$ cat config.mk
export PLATFORM = sky130hd
export DESIGN_NAME = xor_stream_cipher
export DESIGN_NICKNAME = d
export VERILOG_FILES = /design/src/rtl/xor_cipher_pkg.sv /design/src/rtl/xor_keystream_gen.sv /design/src/rtl/xor_stream_cipher.sv
export SDC_FILE = /design/constraint.sdc
export NUM_CORES = 1
export LEC_CHECK = 0
export BUFFER_PORTS_ARGS = -buffer_cell sky130_fd_sc_hd__buf_2
export CORE_MARGIN = 5
export CORE_UTILIZATION = 40
export DETAILED_ROUTE_END_ITERATION = 12
export GPL_ROUTABILITY_DRIVEN = 0
export GPL_TIMING_DRIVEN = 0
export SYNTH_ARGS = -nofsm -noshare
export SYNTH_HDL_FRONTEND = slang
export SYNTH_SLANG_ARGS = --single-unit
$ cat constraint.sdc
create_clock -name clk -period 2.1 [get_ports clk]
set_input_delay 0.42 -clock clk [delete_from_list [all_inputs] [get_ports clk]]
set_output_delay 0.42 -clock clk [all_outputs]
set_load 0.1 [all_outputs]
$ cat src/rtl/xor_cipher_pkg.sv
// Shared types and helpers for the XOR stream cipher: controller state,
// default LFSR feedback mask and the Galois LFSR step.
package xor_cipher_pkg;

    // Controller state: no key loaded yet, or running with a valid key
    typedef enum logic {
        NOKEY = 1'b0,
        RUN   = 1'b1
    } state_t;

    // x^8 + x^6 + x^5 + x^4 + 1 in right-shifting Galois form
    localparam logic [7:0] DEFAULT_TAPS = 8'hB8;

    // One right-shifting Galois step. Operands are carried at 32 bits so the
    // helper serves every legal DATA_W; callers zero-extend and truncate.
    function automatic logic [31:0] lfsr_step(input logic [31:0] key,
                                              input logic [31:0] taps);
        return key[0] ? ((key >> 1) ^ taps) : (key >> 1);
    endfunction

endpackage

$ cat src/rtl/xor_keystream_gen.sv
// Key register for the XOR stream cipher. Holds either a static key or the
// state of a Galois LFSR that steps once per advance pulse in rolling mode.
module xor_keystream_gen
    import xor_cipher_pkg::*;
#(
    parameter int                DATA_W = 8,
    parameter logic [DATA_W-1:0] TAPS   = DATA_W'(DEFAULT_TAPS)
) (
    input  logic              clk,
    input  logic              rst,
    input  logic              load,
    input  logic [DATA_W-1:0] seed,
    input  logic              mode,
    input  logic              advance,
    output logic [DATA_W-1:0] key_out
);

    logic [DATA_W-1:0] r_key;
    logic              r_mode;

    // An all-zero LFSR state is a fixed point, so a zero seed in rolling mode
    // is replaced by 1.
    logic [DATA_W-1:0] w_seed_safe;
    assign w_seed_safe = (mode && (seed == '0)) ? {{(DATA_W-1){1'b0}}, 1'b1} : seed;

    // Load has priority; otherwise step the LFSR on each advance in rolling mode
    always_ff @(posedge clk or posedge rst) begin
        if (rst) begin
            r_key  <= '0;
            r_mode <= 1'b0;
        end else if (load) begin
            r_key  <= w_seed_safe;
            r_mode <= mode;
        end else if (advance && r_mode) begin
            r_key  <= DATA_W'(lfsr_step(32'(r_key), 32'(TAPS)));
        end
    end

    assign key_out = r_key;

endmodule

$ cat src/rtl/xor_stream_cipher.sv
// XOR stream cipher: valid/ready input, one registered output stage, static
// or rolling LFSR key, and a saturating count of accepted words.
module xor_stream_cipher
    import xor_cipher_pkg::*;
#(
    parameter int                DATA_W = 8,
    parameter logic [DATA_W-1:0] TAPS   = DATA_W'(DEFAULT_TAPS),
    parameter int                CNT_W  = 16
) (
    input  logic              clk,
    input  logic              rst,
    input  logic              key_load,
    input  logic [DATA_W-1:0] key_in,
    input  logic              mode,
    input  logic              in_valid,
    output logic              in_ready,
    input  logic [DATA_W-1:0] in_data,
    output logic              out_valid,
    input  logic              out_ready,
    output logic [DATA_W-1:0] out_data,
    output logic              key_valid,
    output logic [CNT_W-1:0]  beat_cnt
);

    state_t            r_state;
    logic              r_key_valid;
    logic [CNT_W-1:0]  r_beat_cnt;
    logic              r_out_vld_p1;
    logic [DATA_W-1:0] r_out_data_p1;

    logic [DATA_W-1:0] w_key;
    logic              w_in_ready;
    logic              w_accept;

    // Ready only with a key, never during a key load, and only when the
    // output register is empty or being drained this cycle.
    assign w_in_ready = (r_state == RUN) && !key_load && (!r_out_vld_p1 || out_ready);
    assign w_accept   = in_valid && w_in_ready;

    xor_keystream_gen #(
        .DATA_W (DATA_W),
        .TAPS   (TAPS)
    ) u_keygen (
        .clk     (clk),
        .rst     (rst),
        .load    (key_load),
        .seed    (key_in),
        .mode    (mode),
        .advance (w_accept),
        .key_out (w_key)
    );

    // Controller FSM, beat counter and key-valid flag
    always_ff @(posedge clk or posedge rst) begin
        if (rst) begin
            r_state     <= NOKEY;
            r_key_valid <= 1'b0;
            r_beat_cnt  <= '0;
        end else if (key_load) begin
            r_state     <= RUN;
            r_key_valid <= 1'b1;
            r_beat_cnt  <= '0;
        end else if (w_accept && (r_beat_cnt != {CNT_W{1'b1}})) begin
            r_beat_cnt  <= r_beat_cnt + 1'b1;
        end
    end

    // Stage p0 -> p1: output register, uses the key from before this cycle's advance
    always_ff @(posedge clk or posedge rst) begin
        if (rst) begin
            r_out_vld_p1  <= 1'b0;
            r_out_data_p1 <= '0;
        end else if (w_accept) begin
            r_out_vld_p1  <= 1'b1;
            r_out_data_p1 <= in_data ^ w_key;
        end else if (out_ready) begin
            r_out_vld_p1  <= 1'b0;
        end
    end

    assign in_ready  = w_in_ready;
    assign out_valid = r_out_vld_p1;
    assign out_data  = r_out_data_p1;
    assign key_valid = r_key_valid;
    assign beat_cnt  = r_beat_cnt;

endmodule

==> results of run 1 <==
[sequential cells by signal, indices dropped and copies added (netlist names)]
name	count
u_keygen.r_mode	1
key_valid	1
out_data	8
out_valid	1
beat_cnt	16
u_keygen.key_out	8
[per-layer routing]
metal	vias up	wire length (microns)
met5	-	0
met4	0	59
met3	8	202
met2	32	2050
met1	803	2400
li1	807	-
[layout by cell type (no fill, tap or decap), types with 3 or more instances in the layout]
master    count
dfrtp_2      11
and3_1        4
o41ai_1       3
dfrtp_1      17
nor3_1        3
o21ai_0      19
mux2i_1       7
xnor2_1      10
clkbuf_8      5
nand2_1      22
a221o_1       3
buf_2        47
nand3_1      11
inv_1         3
clkbuf_1      8
nor4_1        4
mux2_2        3
or4_1         4
nor2_1        4
dfrtp_4       7
a21oi_1       4
xor2_1        3
nand4_1       5
[logic make-up (layout without fill, tap and decap cells)]
kind of cell	count (synthesis)	after routing	synth area share
and+or+nand+nor	75	75	0.226
AOI/OAI and AO/OA	41	41	0.151
DFF	35	35	0.472
xor gates and xnor gates	13	13	0.0613
buffers and inverters	13	69	0.0276
muxes	10	10	0.0559
adders and majority gates	1	1	0.00674
[final timing paths]
check / end / slack, ns / start
hold reg to reg: out_data[6]$_DFFE_PP0P_ / 0.47 / out_data[6]$_DFFE_PP0P_
max in group asynchronous: beat_cnt[11]$_DFFE_PP0P_ / 1.28 / rst
hold / removal: u_keygen.key_out[4]$_DFFE_PP0P_ / 0.25 / rst
setup reg to reg: beat_cnt[9]$_DFFE_PP0P_ / 0.11 / beat_cnt[1]$_DFFE_PP0P_
min in group clk: u_keygen.key_out[1]$_DFFE_PP0P_ / 0.35 / key_in[1]
setup / recovery: out_data[7]$_DFFE_PP0P_ / 0.10 / key_load
[area by class of cell]
| type | instances | area, sq um |
|---|---|---|
| Buffer | 10 | 45.0 |
| Clock buffer | 6 | 72.6 |
| Clock inverter | 2 | 37.5 |
| Fill cell | 423 | 2050 |
| Inverter | 3 | 11.3 |
| Multi-Input combinational cell | 140 | 950 |
| Sequential cell | 35 | 916 |
| Tap cell | 52 | 65.1 |
| Timing Repair Buffer | 48 | 263 |
[critical path, cell delays in order]
cell      delay, ns
clkbuf_1       0.31
nor2b_1        0.15
nand3_1        0.22
clkbuf_1       0.41
clkbuf_1       0.46
o21ai_0        0.17
[through the flow]
step           setup TNS, ns  setup slack [ns]  cell area [sq um]  cells   util
6_report                   0             0.104               2360    296  0.535
5_1_grt                    0           0.00311               2360    296  0.535
4_1_cts                    0            0.0596               2360    296  0.534
3_5_place_dp           -1.92            -0.202               2240    288  0.508
3_3_place_gp           -1.70            -0.157               2210    287  0.501
2_1_floorplan              0          0.000283               1910    188      -
[power by group]
| part | total [uW] | leakage [uW] | switching, uW | internal, uW |
|---|---|---|---|---|
| clock | 610 | 0.0000514 | 256 | 354 |
| combinational | 552 | 0.000597 | 439 | 113 |
| sequential | 778 | 0.000421 | 42.0 | 736 |
[what timing repair did]
action	in CTS	in global routing
cloned	0	0
gates resized for setup	1	2
endpoints found under the setup margin	3	4
==> flow_summary.yaml, run 1 <==
status:
  outcome: "completed"
hold_path:
  holdCritPathClass: "input port to asynchronous set/reset pin"
synth:
  synth_top_area_frac: 0.472
  synth_nets: 211
  async_flop_share: 1.00
  synthFlopType: "dfrtp_1"
  synth_common_cells: "dfrtp_1, nand2_1, o21ai_0"
  synth_top_area_cell: "dfrtp_1"
  yosysMostFrequentCell: "dfrtp_1"
  yosysSeqAreaShare: 0.472
  yosysWarnings: 0
  syn_inst: 188
  synthTopCellsByArea: "dfrtp_1, o21ai_0, xnor2_1"
  synth_edf_count: 0
  syn_avg_cell_area_sq_um: 9.88
  netlist-cell-type-count: 45
  netlist_area_sq_um: 1860
  ys_seq_elements: 35
route:
  drt-total-wl_microns: 4710
  dr.pass1.iters: 4
  wire_per_inst_microns: 15.9
  viasPerCell: 5.57
  drc_errors: 0
  drtAntennaViolNets: 0
  drt_iter0_drc: 91
  vias: 1650
clocking:
  clkTransAtPathRegs_ns: 0.08
  cts_tree: "done"
  clock_sinks: 35
  cts-buffers-inserted: 5
  cts_root_buf: "clkbuf_8"
  htree_levels: 2
  clock_path_buffers: 2
  clock_latency_ns: 0.29
  holdBufCountCts: 0
  post_cts_buffers: 0
timing:
  hold_viol_final: 0
  rsz0062_at_grt: "no"
  hold-worst-slack_ns: 0.250
  relSlewSlack: 0.491
  slew_violations: 0
  setup_viol: 0
  finClkSkew_ns: 0.00975
  worstMarginPinSlew_ns: 0.763
  max_freq_mhz: 501
  min_period_ns: 2.00
  timing.final.crit_share: 0.950
cells_and_area:
  antennaDiodeCount: 0
  layout.nets: 266
  drive_gt1_frac: 0.385
  syn_to_final_growth_pct: 27.1
power:
  power_leakage_uw: 0.00107
  cellPowerDensity_nw_per_um2: 822
  power_uw: 1940
  ir_drop_mv: 0.382
global_routing:
  grt_max_degree: 19
  use_met3: 0.0366
  grt_pass1_vias: 1557
  grt_use_met2: 0.228
  use_met1: 0.239
  antenna_found_initial: 0
  grt_usage: 0.159
  grt_pass1_wl_microns: 7910
  overflow: 0
  grt-busiest-layer: "met1"
critical_path:
  start_kind: "input port"
  worstSetupPathType: "input port to flip-flop"
  reg2regPathDepth: 6
  crit_arrival_ns: 2.15
  worst_ep_required_time_ns: 2.25
  cp_max_fo: 10
  endpoint_kind: "flip-flop"
placement:
  hpwl_microns: 3460
  portBuffers: 47
floorplanning:
  start_util: 0.421
  die_area_sq_um: 6100
  io_pins: 49
  rows: 24
  core_area_sq_um: 4410
  die_x_microns: 78.1
  die_h_microns: 78.1
job:
  maxCapViolations: 0
Note: power is estimated with default switching activity, not from simulation.
==> inputs of run 2 (changes only) <==
--- a/config.mk
+++ b/config.mk
@@ -5,6 +5,7 @@
 export SDC_FILE = /design/constraint.sdc
 export NUM_CORES = 1
 export LEC_CHECK = 0
+export ABC_AREA = 1
 export BUFFER_PORTS_ARGS = -buffer_cell sky130_fd_sc_hd__buf_2
 export CORE_MARGIN = 5
 export CORE_UTILIZATION = 40
==> flow_summary.yaml, run 2 <==
status:
  outcome: "completed"
route:
  vias: 1840
  viasPerCell: 4.66
  dr.pass1.iters: 4
  drt_iter0_drc: 77
  drtAntennaViolNets: 0
  drt-total-wl_microns: 4950
  drc_errors: 0
  wire_per_inst_microns: 12.5
synth:
  yosysWarnings: 0
  syn_inst: 269
  yosysMostFrequentCell: "nand2_1"
  synthFlopType: "dfrtp_1"
  synth_common_cells: "nand2_1, nand3_1, dfrtp_1"
  synth_top_area_frac: 0.428
  async_flop_share: 1.00
  netlist_area_sq_um: 2050
  ys_seq_elements: 35
  synth_edf_count: 0
  synthTopCellsByArea: "dfrtp_1, nand2_1, nand3_1"
  netlist-cell-type-count: 28
  syn_avg_cell_area_sq_um: 7.61
  yosysSeqAreaShare: 0.428
  synth_nets: 292
  synth_top_area_cell: "dfrtp_1"
power:
  cellPowerDensity_nw_per_um2: 817
  p_sw_frac: 0.402
  p_switching_uw: 828
  comb_power_share: 0.306
  sequentialPowerShare: 0.384
  power_leakage_uw: 0.00129
  p_int_uw: 1230
  pwr-share-clk: 0.311
  ir_drop_mv: 0.351
timing:
  hold_viol_final: 0
  hold-worst-slack_ns: 0.297
  setup_viol: 0
  rsz0062_at_grt: "no"
  worstMarginPinSlew_ns: 0.886
  slew_violations: 0
  tns_ns: 0
  max_freq_mhz: 517
  relSlewSlack: 0.409
  timing.final.crit_share: 0.922
  finClkSkew_ns: 0.00915
  min_period_ns: 1.94
hold_path:
  holdCritPathClass: "input port to asynchronous set/reset pin"
critical_path:
  crit_arrival_ns: 1.52
  worst_ep_required_time_ns: 1.68
  start_kind: "flip-flop"
  worstSetupPathType: "flip-flop to primary output"
  endpoint_kind: "primary output"
  cp_max_fo: 3
placement:
  hpwl_microns: 3760
  portBuffers: 47
  dpl-instance-area_sq_um: 2400
  dpl.cell_count: 387
cells_and_area:
  fillers: 535
  layout_common_cells: "nand2_1, buf_2, nand3_1"
  antennaDiodeCount: 0
  drive_gt1_frac: 0.262
  largest_reg_flops: 16
  post-route-util: 0.500
  multiInputGateArea_sq_um: 1020
  regArea_sq_um: 881
  final_common_cell: "nand2_1"
  final_area_sq_um: 2520
  syn_to_final_growth_pct: 23.0
  layout.nets: 347
  instances_no_fill: 395
global_routing:
  overflow: 0
  antenna_found_initial: 0
  grt_pass1_wl_microns: 8190
  grt_max_degree: 22
  grt_pass1_vias: 1696
  grt_usage: 0.160
clocking:
  cts_root_buf: "clkbuf_8"
  clock_sinks: 35
  post_cts_buffers: 0
  cts.repair.resized: 0
  clock_path_buffers: 2
  cts_tree: "done"
  holdBufCountCts: 0
  clock_latency_ns: 0.30
  clkTransAtPathRegs_ns: 0.09
  cts-buffers-inserted: 5
  htree_levels: 2
floorplanning:
  die_x_microns: 81.6
  die_h_microns: 81.6
  die_area_sq_um: 6650
  core_area_sq_um: 5040
  io_pins: 49
  rows: 26
  start_util: 0.406
job:
  maxCapViolations: 0
==> run 2: cell types whose count changed after synthesis, sizes merged, moves of 4 or more <==
cell and change:
and3 -6, clkbuf -5, inv +21, mux2i -7
nand2 +68, nand3 +28, nor2 +20, nor4 -5
o21ai +4, or4 -5
==> run 2: per-stage QoR <==
step                      worst slack [ns]  power [uW]
after floorplan                    0.00827        1310
after global placement               0.252        1420
after detailed placement             0.367        1440
after CTS                            0.159        2080
after global routing                0.0881        2160
final                                0.165        2060
==> run 2: power groups by stage <==
stage	Combinational, uW	Sequential (uW)	Clock, uW
after floorplan	172	1130	0
after global placement	622	802	0
after detailed placement	633	803	0
after CTS	636	790	655
after global routing	670	800	686
final	629	790	640
==> run 2: metal layers <==
metal / GRT usage / part of all wire / up-vias
met4: 0.0304 / 0.011 / 0
met5: 0 / 0 / -
met1: 0.240 / 0.50 / 823
li1: - / - / 970
met2: 0.239 / 0.44 / 42
met3: 0.0329 / 0.049 / 5
==> run 2: path summary, 6_finish.rpt <==
| path | start | to | slack [ns] | depth (start not counted) |
|---|---|---|---|---|
| hold reg to reg | out_data[0]$_DFFE_PP0P_ | out_data[0]$_DFFE_PP0P_ | 0.48 | 2 |
| hold / removal | rst | out_data[1]$_DFFE_PP0P_ | 0.30 | 2 |
| min in group clk | mode | u_keygen.r_mode$_DFFE_PP0P_ | 0.34 | 3 |
| setup / recovery | out_valid$_DFFE_PP0P_ | in_ready | 0.16 | 4 |
| setup reg to reg | beat_cnt[0]$_DFFE_PP0P_ | beat_cnt[4]$_DFFE_PP0P_ | 0.43 | 8 |
| max in group asynchronous | rst | out_valid$_DFFE_PP0P_ | 1.21 | 2 |
==> run 2: logic make-up after synthesis <==
logic type               count (synthesis)  share of synthesized area
XOR/XNOR                                11                     0.0470
AO/OA/AOI/OAI                           27                     0.0739
flip-flops                              35                      0.428
buffers and inverters                   33                     0.0751
adder cells (fa/ha/maj)                  1                    0.00611
AND/OR/NAND/NOR                        162                      0.370
==> run 2: final cells by class <==
| class | count | share of cell area |
|---|---|---|
| Buffer | 8 | 0.0218 |
| Clock buffer | 5 | 0.0273 |
| Clock inverter | 3 | 0.0189 |
| Inverter | 25 | 0.0392 |
| Multi-Input combinational cell | 201 | 0.404 |
| Sequential cell | 35 | 0.350 |
| Tap cell | 70 | 0.0348 |
| Timing Repair Buffer | 48 | 0.104 |
==> run 2: critical path, stage by stage, from the launching register on <==
cell and delay, ns:
dfrtp_2 0.41, nand2_1 0.10, inv_1 0.09, nor2_4 0.17, buf_2 0.45
==> inputs of run 3 (changes only) <==
--- a/config.mk
+++ b/config.mk
@@ -14,4 +14,5 @@
 export GPL_TIMING_DRIVEN = 0
 export SYNTH_ARGS = -nofsm -noshare
 export SYNTH_HDL_FRONTEND = slang
+export SYNTH_HIERARCHICAL = 1
 export SYNTH_SLANG_ARGS = --single-unit
==> constraint.sdc (replaced) <==
create_clock -name clk -period 2.3 [get_ports clk]
set_input_delay 0.46 -clock clk [delete_from_list [all_inputs] [get_ports clk]]
set_output_delay 0.46 -clock clk [all_outputs]
set_load 0.1 [all_outputs]
==> flow_summary.yaml, run 3 <==
route:
  wire_per_inst_microns: 12.2
  vias: 1837
  viasPerCell: 4.72
  drt_iter0_drc: 121
  drt-total-wl_microns: 4750
  dr.pass1.iters: 4
  drtAntennaViolNets: 0
  drc_errors: 0
power:
  p_int_uw: 1160
  p_sw_frac: 0.414
  sequentialPowerShare: 0.373
  p_switching_uw: 823
  pwr-share-clk: 0.292
  cellPowerDensity_nw_per_um2: 794
  power_leakage_uw: 0.00126
  ir_drop_mv: 0.396
  comb_power_share: 0.335
floorplanning:
  die_x_microns: 81.7
  die_area_sq_um: 6680
  io_pins: 49
  core_area_sq_um: 5040
  rows: 26
  start_util: 0.408
  die_h_microns: 81.7
critical_path:
  start_kind: "input port"
  endpoint_kind: "primary output"
  crit_arrival_ns: 1.36
  reg2regPathDepth: 9
  worstReg2RegEnd: "beat_cnt[9]$_DFFE_PP0P_"
  worstSetupPathType: "input port to primary output"
  worst_ep_required_time_ns: 1.84
  cp_max_fo: 6
  reg2reg_from: "beat_cnt[0]$_DFFE_PP0P_"
  ff2ff_setup_slack_ns: 0.65
synth:
  syn_avg_cell_area_sq_um: 7.82
  yosysSeqAreaShare: 0.426
  yosysWarnings: 6
  syn_inst: 263
  synthFlopType: "dfrtp_1"
  synth_top_area_cell: "dfrtp_1"
  synth_edf_count: 0
  synthTopCellsByArea: "dfrtp_1, nand2_1, nor2_1"
  synth_top_area_frac: 0.426
  synth_nets: 286
  ys_seq_elements: 35
  async_flop_share: 1.00
  yosysMostFrequentCell: "nand2_1"
  synth_common_cells: "nand2_1, dfrtp_1, nor2_1"
  netlist-cell-type-count: 34
  netlist_area_sq_um: 2060
placement:
  portBuffers: 48
  hpwl_microns: 3700
  dpl.cell_count: 381
cells_and_area:
  layout.nets: 341
  fillers: 509
  drive_gt1_frac: 0.273
  syn_to_final_growth_pct: 21.7
  instances_no_fill: 389
  layout_common_cells: "nand2_1, buf_2, dfrtp_1"
  multiInputGateArea_sq_um: 1030
  largest_reg_flops: 16
  final_common_cell: "nand2_1"
  regArea_sq_um: 877
  antennaDiodeCount: 0
clocking:
  htree_levels: 2
  clock_sinks: 35
  holdBufCountCts: 0
  cts_tree: "done"
  cts_root_buf: "clkbuf_8"
  clock_path_buffers: 2
  cts-buffers-inserted: 5
  clock_latency_ns: 0.29
  post_cts_buffers: 0
  clkTransAtPathRegs_ns: 0.07
  cts.repair.resized: 0
global_routing:
  antenna_found_initial: 0
  grt_pass1_wl_microns: 8170
  grt_max_degree: 27
  grt_usage: 0.161
  overflow: 0
  grt_pass1_vias: 1772
hold_path:
  holdCritPathClass: "input port to asynchronous set/reset pin"
timing:
  worstMarginPinSlew_ns: 1.02
  slew_violations: 0
  timing.final.crit_share: 0.792
  finClkSkew_ns: 0.00413
  rsz0062_at_grt: "no"
  max_freq_mhz: 549
  relSlewSlack: 0.319
  setup_viol: 0
  tns_ns: 0
  hold_viol_final: 0
  min_period_ns: 1.82
job:
  maxCapViolations: 0
status:
  outcome: "completed"
==> run 3: cell count changes after synthesis, moves of 2 or more <==
cell	change
o21ai_0	-4
buf_2	-2
o211ai_1	+2
nand3_2	-3
inv_1	-2
clkbuf_1	-2
o21ai_2	+4
nor2_1	+13
or2_2	-2
nand3_1	-22
==> run 3: worst max-delay path, stage by stage <==
cell	delay [ns]
buf_2	0.14
clkinv_2	0.12
nand2_4	0.07
nor2_4	0.13
buf_2	0.44
==> run 3: how the worst max path moves through the flow <==
stage	slack [ns]	depth (start not counted)	to	startpoint
6_report	0.48	5	in_ready	key_load
5_1_grt	0.42	4	in_ready	out_valid$_DFFE_PP0P_
4_1_cts	0.47	5	in_ready	key_load
3_5_place_dp	0.47	5	in_ready	key_load
3_3_place_gp	0.47	5	in_ready	key_load
2_1_floorplan	0.08	9	beat_cnt[13]$_DFFE_PP0P_	beat_cnt[0]$_DFFE_PP0P_
==> run 3: power groups by stage <==
stage | sequential (uW) | combinational, uW | clock (uW)
3_5_place_dp | 753 | 674 | 0
6_report | 741 | 665 | 580
3_3_place_gp | 752 | 668 | 0
2_1_floorplan | 1120 | 177 | 0
5_1_grt | 752 | 705 | 623
4_1_cts | 742 | 674 | 603
==> run 3: final cells by class <==
type | count | share of cell area
Multi-Input combinational cell | 197 | 0.410
Clock buffer | 6 | 0.0330
Tap cell | 70 | 0.0350
Buffer | 5 | 0.0185
Inverter | 26 | 0.0435
Timing Repair Buffer | 48 | 0.0960
Clock inverter | 2 | 0.0140
Sequential cell | 35 | 0.350
==> run 3: per-stage QoR <==
stage                util  power [uW]  setup WS [ns]  hold slack, ns  cell area, sq um
finish              0.497        1990          0.479           0.148              2500
global route        0.497        2080          0.423           0.168              2500
CTS                 0.497        2020          0.467           0.144              2500
detailed placement  0.473        1430          0.467           0.465              2390
global placement    0.473        1420          0.469           0.462              2390
floorplan               -        1300         0.0771           0.288              2060
==> run 3: metal layers <==
metal / track usage / up-vias / share of wire
met4: 0.0565 / 0 / 0.011
met3: 0.0417 / 6 / 0.066
met5: 0 / - / 0
met2: 0.286 / 47 / 0.50
met1: 0.186 / 838 / 0.42
li1: - / 946 / -
==> run 3: logic make-up (layout without fill, tap and decap cells) <==
family,count (synthesis),after routing,synth area share
adders and majority gates,1,1,0.00608
AOI/OAI and AO/OA,33,33,0.0991
buffers and inverters,31,87,0.0754
and+or+nand+nor,152,152,0.347
DFF,35,35,0.426
xor gates and xnor gates,11,11,0.0468
